### src/rtl/iic_eeprom_pkg.sv
`default_nettype none
// +----------------------------------------------------------------+
// | iic_eeprom_pkg : I2C master command codes and page-writer FSM   |
// | Rev 1.0                                                         |
// +----------------------------------------------------------------+
package iic_eeprom_pkg;

  localparam logic [3:0] MAIN_CMD_IDLE = 4'd0;
  localparam logic [3:0] COMPLETE_WR   = 4'd1;
  localparam logic [3:0] WR_WNO_STOP   = 4'd2;
  localparam logic [3:0] COMPLETE_RD   = 4'd3;
  localparam logic [3:0] RD_WNO_STOP   = 4'd4;
  localparam logic [3:0] SET_IDLE      = 4'd5;

  typedef enum logic [2:0] {
    ST_IDLE         = 3'd0,
    ST_CHECK        = 3'd1,
    ST_SET_CMD      = 3'd2,
    ST_SET_MEM_ADDR = 3'd3,
    ST_SEND_DATA    = 3'd4,
    ST_WAIT_TWR     = 3'd5,
    ST_FSH          = 3'd6
  } state_t;

endpackage
`default_nettype wire

### src/rtl/iic_eeprom_wr_page_if.sv
`default_nettype none
// +----------------------------------------------------------------+
// | iic_eeprom_wr_page_if : request/stream and I2C master bus       |
// | Rev 1.0                                                         |
// +----------------------------------------------------------------+
interface iic_eeprom_wr_page_if;
  logic        enable;
  logic [7:0]  mem_addr;
  logic [3:0]  len;
  logic        data_vld;
  logic [7:0]  data;
  logic        data_ready;
  logic        busy;
  logic        done;
  logic        err;
  logic        m_cmd_vld;
  logic        m_cmd_ready;
  logic [3:0]  m_cmd;
  logic [6:0]  m_addr;
  logic [23:0] m_burst_len;
  logic        m_wr_vld;
  logic        m_wr_ready;
  logic [7:0]  m_wr_data;
  logic        m_wr_last;
  logic        m_rd_ready;

  // slave: the page writer itself; master: the requester plus the I2C master
  modport slave (
    input  enable, mem_addr, len, data_vld, data, m_cmd_ready, m_wr_ready,
    output data_ready, busy, done, err, m_cmd_vld, m_cmd, m_addr,
           m_burst_len, m_wr_vld, m_wr_data, m_wr_last, m_rd_ready
  );

  modport master (
    output enable, mem_addr, len, data_vld, data, m_cmd_ready, m_wr_ready,
    input  data_ready, busy, done, err, m_cmd_vld, m_cmd, m_addr,
           m_burst_len, m_wr_vld, m_wr_data, m_wr_last, m_rd_ready
  );
endinterface
`default_nettype wire

### src/rtl/iic_eeprom_wr_page.sv
`default_nettype none
// +----------------------------------------------------------------+
// | iic_eeprom_wr_page : writes up to one EEPROM page over I2C      |
// | Rev 1.0                                                         |
// +----------------------------------------------------------------+
module iic_eeprom_wr_page
  import iic_eeprom_pkg::*;
#(
  parameter logic [6:0] DEV_ADDR   = 7'b1010_000,
  parameter int         PAGE_BYTES = 8,
  parameter int         TWR_CLKS   = 250000
) (
  input  wire logic           clock,
  input  wire logic           rst,
  iic_eeprom_wr_page_if.slave bus
);

  localparam int TW = (TWR_CLKS > 0) ? $clog2(TWR_CLKS + 1) : 1;

  state_t        r_state, w_next;
  logic [7:0]    r_mem_addr;
  logic [3:0]    r_len;
  logic [3:0]    r_cnt;
  logic [TW-1:0] r_twr_cnt;

  logic [8:0]    w_off, w_sum;
  logic          w_reject, w_accept, w_twr_last;

  // page-crossing test works on the in-page offset of the start address
  assign w_off      = {1'b0, r_mem_addr} & 9'(PAGE_BYTES - 1);
  assign w_sum      = w_off + {5'b0, r_len};
  assign w_reject   = (r_len == 4'd0) || ({5'b0, r_len} > 9'(PAGE_BYTES))
                      || (w_sum > 9'(PAGE_BYTES));
  assign w_accept   = (r_state == ST_SEND_DATA) && bus.data_vld && bus.m_wr_ready;
  assign w_twr_last = (TWR_CLKS == 0) || (r_twr_cnt == TW'(TWR_CLKS - 1));

  assign bus.m_addr     = DEV_ADDR;
  assign bus.m_rd_ready = 1'b0;

  always_ff @(posedge clock or posedge rst) begin
    if (rst) begin
      r_state    <= ST_IDLE;
      r_mem_addr <= 8'd0;
      r_len      <= 4'd0;
      r_cnt      <= 4'd0;
      r_twr_cnt  <= '0;
    end else begin
      r_state <= w_next;
      if (r_state == ST_IDLE && bus.enable) begin
        r_mem_addr <= bus.mem_addr;
        r_len      <= bus.len;
      end
      if (r_state != ST_SEND_DATA)
        r_cnt <= 4'd0;
      else if (w_accept)
        r_cnt <= r_cnt + 4'd1;
      if (r_state == ST_WAIT_TWR)
        r_twr_cnt <= r_twr_cnt + TW'(1);
      else
        r_twr_cnt <= '0;
    end
  end

  always_comb begin
    w_next          = r_state;
    bus.busy        = (r_state != ST_IDLE);
    bus.done        = 1'b0;
    bus.err         = 1'b0;
    bus.data_ready  = 1'b0;
    bus.m_cmd_vld   = 1'b0;
    bus.m_cmd       = MAIN_CMD_IDLE;
    bus.m_burst_len = 24'd0;
    bus.m_wr_vld    = 1'b0;
    bus.m_wr_data   = 8'd0;
    bus.m_wr_last   = 1'b0;
    case (r_state)
      ST_IDLE: if (bus.enable) w_next = ST_CHECK;
      ST_CHECK: begin
        if (w_reject) begin
          bus.err = 1'b1;
          w_next  = ST_IDLE;
        end else begin
          w_next = ST_SET_CMD;
        end
      end
      ST_SET_CMD: begin
        // burst covers the word-address byte plus the payload
        bus.m_cmd_vld   = 1'b1;
        bus.m_cmd       = COMPLETE_WR;
        bus.m_burst_len = 24'(r_len) + 24'd1;
        if (bus.m_cmd_ready) w_next = ST_SET_MEM_ADDR;
      end
      ST_SET_MEM_ADDR: begin
        bus.m_wr_vld  = 1'b1;
        bus.m_wr_data = r_mem_addr;
        if (bus.m_wr_ready) w_next = ST_SEND_DATA;
      end
      ST_SEND_DATA: begin
        bus.m_wr_vld   = bus.data_vld;
        bus.m_wr_data  = bus.data;
        bus.data_ready = bus.m_wr_ready;
        bus.m_wr_last  = (r_cnt == r_len - 4'd1);
        if (w_accept && (r_cnt + 4'd1 == r_len)) w_next = ST_WAIT_TWR;
      end
      ST_WAIT_TWR: if (w_twr_last) w_next = ST_FSH;
      ST_FSH: begin
        bus.done = 1'b1;
        w_next   = ST_IDLE;
      end
      default: w_next = ST_IDLE;
    endcase
  end

endmodule
`default_nettype wire

### src/flat_wrapper.sv
// flat-port wrapper written by rule: the top's interface ports become plain ports
module iic_eeprom_wr_page_flat import iic_eeprom_pkg::*;
#(
  parameter logic [6:0] DEV_ADDR   = 7'b1010_000,
  parameter int         PAGE_BYTES = 8,
  parameter int         TWR_CLKS   = 250000
)
  (clock, rst, bus_enable, bus_mem_addr, bus_len, bus_data_vld, bus_data, bus_m_cmd_ready, bus_m_wr_ready, bus_data_ready, bus_busy, bus_done, bus_err, bus_m_cmd_vld, bus_m_cmd, bus_m_addr, bus_m_burst_len, bus_m_wr_vld, bus_m_wr_data, bus_m_wr_last, bus_m_rd_ready);
  iic_eeprom_wr_page_if bus_i ();
  input  wire logic clock;
  input  wire logic rst;
  input wire logic [$bits(bus_i.enable)-1:0] bus_enable;
  input wire logic [$bits(bus_i.mem_addr)-1:0] bus_mem_addr;
  input wire logic [$bits(bus_i.len)-1:0] bus_len;
  input wire logic [$bits(bus_i.data_vld)-1:0] bus_data_vld;
  input wire logic [$bits(bus_i.data)-1:0] bus_data;
  input wire logic [$bits(bus_i.m_cmd_ready)-1:0] bus_m_cmd_ready;
  input wire logic [$bits(bus_i.m_wr_ready)-1:0] bus_m_wr_ready;
  output wire logic [$bits(bus_i.data_ready)-1:0] bus_data_ready;
  output wire logic [$bits(bus_i.busy)-1:0] bus_busy;
  output wire logic [$bits(bus_i.done)-1:0] bus_done;
  output wire logic [$bits(bus_i.err)-1:0] bus_err;
  output wire logic [$bits(bus_i.m_cmd_vld)-1:0] bus_m_cmd_vld;
  output wire logic [$bits(bus_i.m_cmd)-1:0] bus_m_cmd;
  output wire logic [$bits(bus_i.m_addr)-1:0] bus_m_addr;
  output wire logic [$bits(bus_i.m_burst_len)-1:0] bus_m_burst_len;
  output wire logic [$bits(bus_i.m_wr_vld)-1:0] bus_m_wr_vld;
  output wire logic [$bits(bus_i.m_wr_data)-1:0] bus_m_wr_data;
  output wire logic [$bits(bus_i.m_wr_last)-1:0] bus_m_wr_last;
  output wire logic [$bits(bus_i.m_rd_ready)-1:0] bus_m_rd_ready;
  assign bus_i.enable = bus_enable;
  assign bus_i.mem_addr = bus_mem_addr;
  assign bus_i.len = bus_len;
  assign bus_i.data_vld = bus_data_vld;
  assign bus_i.data = bus_data;
  assign bus_i.m_cmd_ready = bus_m_cmd_ready;
  assign bus_i.m_wr_ready = bus_m_wr_ready;
  assign bus_data_ready = bus_i.data_ready;
  assign bus_busy = bus_i.busy;
  assign bus_done = bus_i.done;
  assign bus_err = bus_i.err;
  assign bus_m_cmd_vld = bus_i.m_cmd_vld;
  assign bus_m_cmd = bus_i.m_cmd;
  assign bus_m_addr = bus_i.m_addr;
  assign bus_m_burst_len = bus_i.m_burst_len;
  assign bus_m_wr_vld = bus_i.m_wr_vld;
  assign bus_m_wr_data = bus_i.m_wr_data;
  assign bus_m_wr_last = bus_i.m_wr_last;
  assign bus_m_rd_ready = bus_i.m_rd_ready;
  iic_eeprom_wr_page #(.DEV_ADDR(DEV_ADDR), .PAGE_BYTES(PAGE_BYTES), .TWR_CLKS(TWR_CLKS)) u_core (.clock(clock), .rst(rst), .bus(bus_i));
endmodule
### config.mk
export PLATFORM = sky130hd
export DESIGN_NAME = iic_eeprom_wr_page_flat
export DESIGN_NICKNAME = d
export VERILOG_FILES = /design/src/rtl/iic_eeprom_pkg.sv /design/src/rtl/iic_eeprom_wr_page_if.sv /design/src/rtl/iic_eeprom_wr_page.sv /design/src/flat_wrapper.sv
export SDC_FILE = /design/constraint.sdc
export NUM_CORES = 1
export LEC_CHECK = 0
export ABC_AREA = 1
export BUFFER_PORTS_ARGS = -buffer_cell sky130_fd_sc_hd__buf_2
export CORE_ASPECT_RATIO = 0.75
export CORE_MARGIN = 2
export CORE_UTILIZATION = 40
export CTS_CLUSTER_SIZE = 30
export DETAILED_ROUTE_END_ITERATION = 16
export HOLD_SLACK_MARGIN = 0.1
export PLACE_DENSITY = 0.69
export SLEW_MARGIN = 20
export SYNTH_ARGS = -nofsm -noshare
export SYNTH_HDL_FRONTEND = slang
export SYNTH_SLANG_ARGS = --single-unit
export TNS_END_PERCENT = 5
### constraint.sdc
create_clock -name clock -period 2.2 [get_ports clock]
set_input_delay 0.22 -clock clock [delete_from_list [all_inputs] [get_ports clock]]
set_output_delay 0.22 -clock clock [all_outputs]
set_load 0.03 [all_outputs]
# After elaboration in Yosys (flattened, before gate mapping)
# Index checks and enable logic that the tools add are counted.
# totals
elab_cells,58
ff_bits,37
inputBits,26
# op_classes
n_eq_ne,15
n_reduce_logical,11
n_mux,20
addsub,5
magnitude_cmp,2
# ops
op,n
two-way mux 24 bit,1
adder 18 x 1 -> 18 bit (second input constant),1
equality test 18 bit (second input constant),1
two-way mux 18 bit,1
one-hot mux 3 bit (6 select lines),1
one-hot mux 8 bit (2 select lines),1
two-way mux 3 bit,5
equality test 3 bit (second input constant),3
> comparator 9 x 4 -> 1 bit (second input constant),1
equality test 4 bit,2
two-way mux 4 bit,2
inequality test 2 bit (second input constant),4
two-way mux 1 bit,7
equality test 3 x 2 -> 1 bit (second input constant),2
adder 3 x 4 -> 5 bit,1
adder 4 x 1 -> 5 bit (second input constant),1
AND reduction 5 bit,1
adder 4 x 1 -> 4 bit (second input constant),1
> comparator 4 bit (second input constant),1
logical AND 1 bit,4
logical NOT 4 bit,1
subtractor 4 x 1 -> 4 bit (second input constant),1
equality test 3 x 1 -> 1 bit (second input constant),1
logical NOT 3 bit,1
other kinds (7),8

# Longest topological paths before layout
# Gate-level depths: netlist of the first run.
# depth
depth_word,6
ltp_mapped,12
mapped_depth_nobuf,12

# Least setup slack after synthesis of the first run
# Ideal clock, no wire load.
# synth_timing
path_kind,reg-to-output
start,register u_core.r_len[1]
end,output port bus_m_wr_last
path_slack_ns,-0.018
path_stages_with_launch,8
arrival_ns,1.998
cell_sequence,dfrtp_1 -> inv_1 -> ha_1 -> inv_1 -> nor2_1 -> nor2_1 -> xor2_1 -> nor4_1
# synth_between
elab_chain_len,3
# synth_rtl
item,line_no,text
from (decl),iic_eeprom_wr_page.sv:22,logic [3:0] r_len;
from (signal assigned),iic_eeprom_wr_page.sv:51,r_len <= bus.len;
subtractor 4 x 1 -> 4 bit,iic_eeprom_wr_page.sv:102,bus.m_wr_last = (r_cnt == r_len - 4'd1);
equality test 4 bit,iic_eeprom_wr_page.sv:102,
two-way mux 1 bit,iic_eeprom_wr_page.sv:76,case (r_state)
to (decl),flat_wrapper.sv:29,output wire logic [$bits(bus_i.m_wr_last)-1:0] bus_m_wr_last;
# Every way passes these cells.

# Final worst setup path of the first run
# layout_timing
start,register u_core.r_len[0]
end,output port bus_err
# layout_between
elab_chain_len,5
elab_cells_between_ends,8
# layout_rtl
item,line_no,text
"adder 3 x 4 -> 5 bit, or another cell as far along",iic_eeprom_wr_page.sv:31,"assign w_sum = w_off + {5'b0, r_len};"
> comparator 9 x 4 -> 1 bit or logical OR 1 bit (tied branches),"iic_eeprom_wr_page.sv:33, iic_eeprom_wr_page.sv:32",
logical OR 1 bit *,iic_eeprom_wr_page.sv:33,|| (w_sum > 9'(PAGE_BYTES));
two-way mux 1 bit *,iic_eeprom_wr_page.sv:79,if (w_reject) begin
two-way mux 1 bit *,iic_eeprom_wr_page.sv:76,
to (decl),flat_wrapper.sv:22,output wire logic [$bits(bus_i.err)-1:0] bus_err;
# Mark *: on every way between the ends. The rest lies on a longest branch, timed or not.

==> run_results.csv, run 1 <==
group,metric,value,unit
timing,min_period_over_period,94.4,%
layout,fillers,641,
synthesis,synthFlopType,"dfrtp_1",
floorplanning,num_rows,25,
routing,viasPerCell,4.82,
clocking,cts_max_level,2,
worst_setup_path,cp.required,1.98,ns
placed_design,placed_cell_area,2820,µm²
synthesis,ys_warn_count,0,
clocking,clockBufferDepth,2,
synthesis,ys_seq_area_share,35.2,%
layout,diodes,0,
pwr,power.leakage,1.49,nW
run,cap_violations,0,
clocking,clk_pin_slew_worst_paths,0.07,ns
clocking,cts.sinks,37,
synthesis,synth-seq-cells,37,
routing,ant_nets,0,
grt,grt_usage,16.8,%
routing,route.detailed.drc,0,
placed_design,dpl.cell_count,468,
worst_hold_path,hold_depth,2,
grt,antenna_found_initial,0,
clocking,clk_latency,0.28,ns
timing,min_period,2.08,ns
floorplanning,io_pins,77,
pwr,pwr-share-comb,53.8,%
floorplanning,fp.coreArea,6320,µm²
floorplanning,die_height,74.2,µm
clocking,cts_tree,"done",
synthesis,synth_edf_count,0,
floorplanning,die_x,97.7,µm
worst_setup_path,crit_path_start_kind,"register",
placed_design,gp_congestion,0.894,
timing,holdWs,0.172,ns
status,outcome,"finished, final reports clean",
grt,grt_pass1_vias,2115,
layout,area_growth,12.3,%
worst_setup_path,r2r_start,"u_core.r_len[0]",
timing,rsz0062_at_grt,"false",
routing,first_pass_iters,4,
pwr,p_seq_share,31.7,%
pwr,pwr-share-clk,14.5,%
pwr,switchingPower,1.46,mW
routing,wl_per_cell,12.2,µm
worst_setup_path,cp-end-kind,"output port",
routing,first_iter_violations,128,
pwr,irDropWorstVdd,294,µV
timing,hold_violations,0,
worst_setup_path,r2r_setup_slack,0.53,ns
timing,layout_setup_ws,0.123,ns
synthesis,yosysUniqueCellTypes,34,
worst_setup_path,arrival,1.86,ns
worst_setup_path,cp-startpoint,"u_core.r_len[0]",
layout,fin_nets,431,
floorplanning,dieArea,7250,µm²
timing,slew_violations,0,
worst_setup_path,setup.worst_path.end,"bus_err",
grt,grt_max_degree,38,
timing,max_freq,0.481,GHz
grt,grt.overflow.total,0,
clocking,clockRootBuffer,"clkbuf_8",
placed_design,port-buffer-count,46,
synthesis,synth.avg_cell_area,7.60,µm²
layout,final_core_util,46.8,%
worst_hold_path,hp-class,"in -> reg",
grt,grt_pass1_wl,9.77,mm
pwr,p_sw_share,47.7,%
layout,drive_gt1_share,23.1,%
clocking,cts-buffers-inserted,5,
routing,wirelength,5.82,mm
worst_setup_path,critPathKind,"reg -> out",
worst_setup_path,cp_max_fo,4,
worst_setup_path,reg2regPathDepth,9,
synthesis,synth_area,2630,µm²
routing,via_count,2309,
placed_design,dp_slack,0.221,ns
pwr,powerDensity,1040,nW/µm²
pwr,total_power,3.07,mW
placed_design,hpwlAfterDp,4.54,mm
timing,tns,0,ns
synthesis,synth_async_sr_flop_share,100,%
pwr,p_int,1.61,mW
worst_setup_path,r2r-end,"u_core.r_state[1]",
layout,finalInstanceArea,2960,µm²
floorplanning,initial_core_util,41.6,%
synthesis,syn_inst,346,
layout,fin_cells,479,
timing,setup_violations,0,
timing,final.setup_skew,0.00400,ns
[synthesized netlist by cell type, types with 5 or more instances]
| cell | number | area share, % |
|---|---|---|
| nand2_1 | 59 | 8.4 |
| inv_1 | 44 | 6.3 |
| nor2_1 | 42 | 6.0 |
| dfrtp_1 | 37 | 35 |
| buf_4 | 32 | 9.1 |
| a21oi_1 | 22 | 4.2 |
| nand3_1 | 17 | 3.2 |
| o21ai_0 | 15 | 2.9 |
| nand4_1 | 8 | 1.9 |
| ha_1 | 7 | 3.3 |
| xor2_1 | 6 | 2.0 |
| a22o_1 | 5 | 1.7 |
| mux2_2 | 5 | 2.1 |
| nor2_4 | 5 | 2.1 |
[critical path: stages (launching register included)]
cell and delay (ns):
dfrtp_2 0.45, ha_4 0.18, inv_2 0.05, fa_2 0.42, nand4_1 0.09, nand3_2 0.08
a21boi_1 0.15, buf_4 0.17
[cell usage in the layout, fill, tap and decap left out, types with 2 or more instances in the layout]
cell type and n:
clkbuf_8 5, o22ai_1 3, dfrtp_1 36, nand3_2 4, clkbuf_1 3, nor2_4 5
nor3_1 4, ha_1 6, nand2_2 4, or2_1 2, xor2_1 6, nand4_1 8
o21ai_0 15, inv_2 5, nand2_4 3, buf_2 45, buf_4 6, inv_1 42
nor2_2 5, nand3_1 16, a22o_1 5, conb_1 30, mux2_2 5, nand2_1 59
a21oi_1 22, nor2_1 41
[cell families (layout without fill, tap and decap cells)]
group / after synthesis / in the layout / synth area share [%]
AO/OA/AOI/OAI: 50 / 50 / 10.9
XOR/XNOR: 6 / 6 / 2.00
adder cells (fa/ha/maj): 8 / 8 / 4.09
buffers and inverters: 83 / 107 / 17.1
flip-flops: 37 / 37 / 35.2
multiplexers: 5 / 5 / 2.14
other: 2 / 30 / 0.285
AND/OR/NAND/NOR: 155 / 155 / 28.3
[registers in the layout (all words and copies together), names as in the netlist]
| name | flops |
|---|---|
| u_core.r_mem_addr | 8 |
| u_core.r_twr_cnt | 18 |
| u_core.r_cnt | 4 |
| u_core.r_len | 4 |
| u_core.r_state | 3 |
[worst min path at each step]
| stage | start | to |
|---|---|---|
| CTS | bus_mem_addr[6] | u_core.r_mem_addr[6] |
| detailed placement | rst | u_core.r_mem_addr[6] |
| global route | bus_mem_addr[6] | u_core.r_mem_addr[6] |
| floorplan | bus_mem_addr[3] | u_core.r_mem_addr[3] |
| finish | bus_mem_addr[6] | u_core.r_mem_addr[6] |
| global placement | rst | u_core.r_mem_addr[3] |
[timing repair]
action / in CTS / in global routing
endpoints found under the setup margin: 1 / 2
gates resized for setup: 2 / 8
hold buffers: 1 / 0
cloned: 0 / 0
endpoints found under the hold margin: 37 / 0
setup buffers: 2 / 0
pin swaps: 0 / 3
[power groups by stage]
stage	clock network, mW	logic [mW]	registers [mW]
floorplan	0	1.30	0.921
global placement	0	1.53	0.971
detailed placement	0	1.56	0.985
CTS	0.466	1.61	0.964
global route	0.493	1.84	0.986
finish	0.446	1.65	0.974
[area by class of cell]
| cell class | instances | area, µm² | share of cell area (%) |
|---|---|---|---|
| Clock buffer | 8 | 80.1 | 2.71 |
| Timing Repair Buffer | 52 | 280 | 9.48 |
| Multi-Input combinational cell | 254 | 1390 | 47.0 |
| Tap cell | 81 | 101 | 3.43 |
| Sequential cell | 37 | 927 | 31.4 |
| Inverter | 47 | 176 | 5.97 |
[routing by layer]
metal / part of all wire (%) / global-route usage, % / up-vias / wire [µm]
met4: 1.2 / 4.63 / 0 / 72
li1: - / - / 1157 / -
met3: 6.4 / 3.29 / 7 / 374
met2: 46 / 28.3 / 78 / 2650
met5: 0 / 0 / - / 0
met1: 47 / 22.6 / 1067 / 2720
Power figures use the tool's default switching activity.
==> run 2, diff against run 1 <==
Settings changed: CORE_ASPECT_RATIO 0.75 to 0.8.
==> run 2 against run 1 <==
Effect of this change: sequential power about the same; critical path depth is the same; clock-buffer cell count fell by 3; wire length is 0.15% higher; power up 3.7%; die area about the same; cell area up 0.85%; non-clock buffer count decreased by 2; highest routed layer unchanged.
==> run_results.csv, run 2 (synthesis results as in run 1) <==
group,metric,value,unit
worst_hold_path,min_from,"bus_mem_addr[7]",
floorplanning,dieArea,7250,µm²
floorplanning,initial_core_util,41.3,%
layout,multiInputGateArea,1380,µm²
pwr,irDropWorstVdd,423,µV
routing,wl_per_cell,12.1,µm
floorplanning,io_pins,77,
worst_setup_path,path_cells,"ha_2, inv_1, fa_2, nand4_1, nand3_2, a21boi_2, buf_6",
timing,min_period_over_period,95.1,%
routing,via_count,2244,
timing,tns,0,ns
layout,layout_common_cells,"nand2_1 (59), buf_2 (44), inv_1 (42), nor2_1 (41), dfrtp_1 (35)",
clocking,clockRootBuffer,"clkbuf_8",
clocking,cts-buffers-inserted,5,
placed_design,hpwlAfterDp,4.46,mm
grt,grt_pass1_vias,2081,
placed_design,port-buffer-count,46,
worst_hold_path,min_to,"u_core.r_mem_addr[7]",
clocking,cts.sinks,37,
worst_hold_path,hold_depth,2,
worst_setup_path,critPathKind,"reg -> out",
worst_setup_path,r2r_start,"u_core.r_len[0]",
grt,grt_max_degree,38,
timing,min_period,2.09,ns
routing,viasPerCell,4.68,
pwr,powerDensity,1070,nW/µm²
clocking,cts_max_level,2,
layout,fillers,643,
grt,grt.overflow.total,0,
worst_setup_path,crit_buf_inv,2,
worst_setup_path,reg2regPathDepth,11,
clocking,clk_latency,0.29,ns
routing,route.detailed.drc,0,
grt,grt_usage,16.6,%
layout,seq_area,928,µm²
run,cap_violations,0,
status,outcome,"finished, final reports clean",
floorplanning,num_rows,26,
routing,wirelength,5.83,mm
worst_setup_path,r2r_setup_slack,0.44,ns
worst_setup_path,cp-end-kind,"output port",
worst_setup_path,arrival,1.87,ns
grt,grt_pass1_wl,9.67,mm
floorplanning,fp.coreArea,6380,µm²
pwr,power.leakage,1.49,nW
worst_hold_path,hp-class,"in -> reg",
timing,setup_violations,0,
layout,largest_register_ffs,18,
clocking,clockBufferDepth,2,
layout,final_common_cell,"nand2_1",
routing,first_pass_iters,4,
routing,ant_nets,0,
worst_setup_path,crit_path_top_delay_cell,"dfrtp_2",
layout,top_regs,"u_core.r_twr_cnt x18, u_core.r_mem_addr x8",
layout,fin_nets,429,
grt,antenna_found_initial,0,
worst_setup_path,cp.required,1.98,ns
timing,slew_violations,0,
worst_setup_path,slowest_delay,0.42,ns
placed_design,gp_congestion,0.974,
floorplanning,die_x,94.7,µm
worst_setup_path,cp_top_family,"adder cells",
routing,first_iter_violations,176,
timing,final.setup_skew,0.00775,ns
timing,holdWs,0.156,ns
timing,hold_violations,0,
timing,max_freq,0.478,GHz
worst_setup_path,r2r-end,"u_core.r_state[1]",
layout,area_growth,13.3,%
clocking,cts_tree,"done",
worst_setup_path,crit_path_start_kind,"register",
worst_setup_path,cp_max_fo,3,
floorplanning,die_height,76.5,µm
timing,rsz0062_at_grt,"false",
worst_setup_path,worst-path-stages,7,
layout,diodes,0,
layout,regMostFlops,"u_core.r_twr_cnt",
clocking,clk_pin_slew_worst_paths,0.08,ns
layout,drive_gt1_share,24.0,%
==> run 2: cell count changes in the layout (fill, tap and decap cells not counted), sizes merged <==
cell and delta:
buf -2, clkinvlp +1, clkbuf -3, bufinv +1, clkinv +1
==> run 2: area by class of cell <==
cell class,count,area share [%]
clock buffer,5,2.31
clock inverter,3,1.55
inverter,47,5.92
multi-input combinational,254,46.4
sequential,37,31.2
tap,84,3.53
timing repair buffer,50,9.11
==> run 2: worst register-to-register path, delay by kind of cell (launching register included) <==
family	cells	cell delay, ns
AND/OR/NAND/NOR	6	0.56
flip-flops	1	0.42
adder cells (fa/ha/maj)	2	0.40
AO/OA/AOI/OAI	1	0.22
buffers and inverters	2	0.11
==> run 2: per-layer routing <==
layer / track usage (%) / part of all wire [%] / vias to the layer above
met5: 0 / 0 / -
met4: 3.48 / 0.17 / 0
met3: 3.26 / 4.4 / 2
met2: 27.1 / 48 / 55
met1: 22.9 / 48 / 1039
li1: - / - / 1148
==> run 2: power breakdown <==
part	leakage (nW)	switching [mW]	total (mW)	internal, mW
Combinational	0.961	1.07	1.61	0.539
Sequential	0.478	0.155	0.976	0.821
Clock	0.0543	0.257	0.596	0.339
==> run 2: how the worst max path moves through the flow <==
stage                          from      end  slack [ns]
floorplan           u_core.r_len[0]  bus_err        0.01
global placement    u_core.r_len[0]  bus_err        0.31
detailed placement  u_core.r_len[0]  bus_err        0.22
CTS                 u_core.r_len[1]  bus_err        0.03
global route        u_core.r_len[0]  bus_err        0.02
finish              u_core.r_len[0]  bus_err        0.11
==> run 2: per-stage QoR <==
| step | area (µm²) | total power [mW] | setup WS (ns) | utilization, % | instances |
|---|---|---|---|---|---|
| floorplan | 2740 | 2.22 | 0.00980 | - | 374 |
| global placement | 2820 | 2.49 | 0.312 | 44.2 | 470 |
| detailed placement | 2820 | 2.52 | 0.217 | 44.2 | 470 |
| CTS | 2960 | 3.15 | 0.0272 | 46.4 | 480 |
| global route | 2980 | 3.44 | 0.0184 | 46.7 | 480 |
| finish | 2980 | 3.19 | 0.109 | 46.7 | 480 |
==> run 2: what timing repair did <==
item,CTS,global route
setup buffers,1,0
endpoints found under the setup margin,1,2
resized for setup,3,11
endpoints found under the hold margin,37,0
hold buffers,1,0
pin swaps,0,3
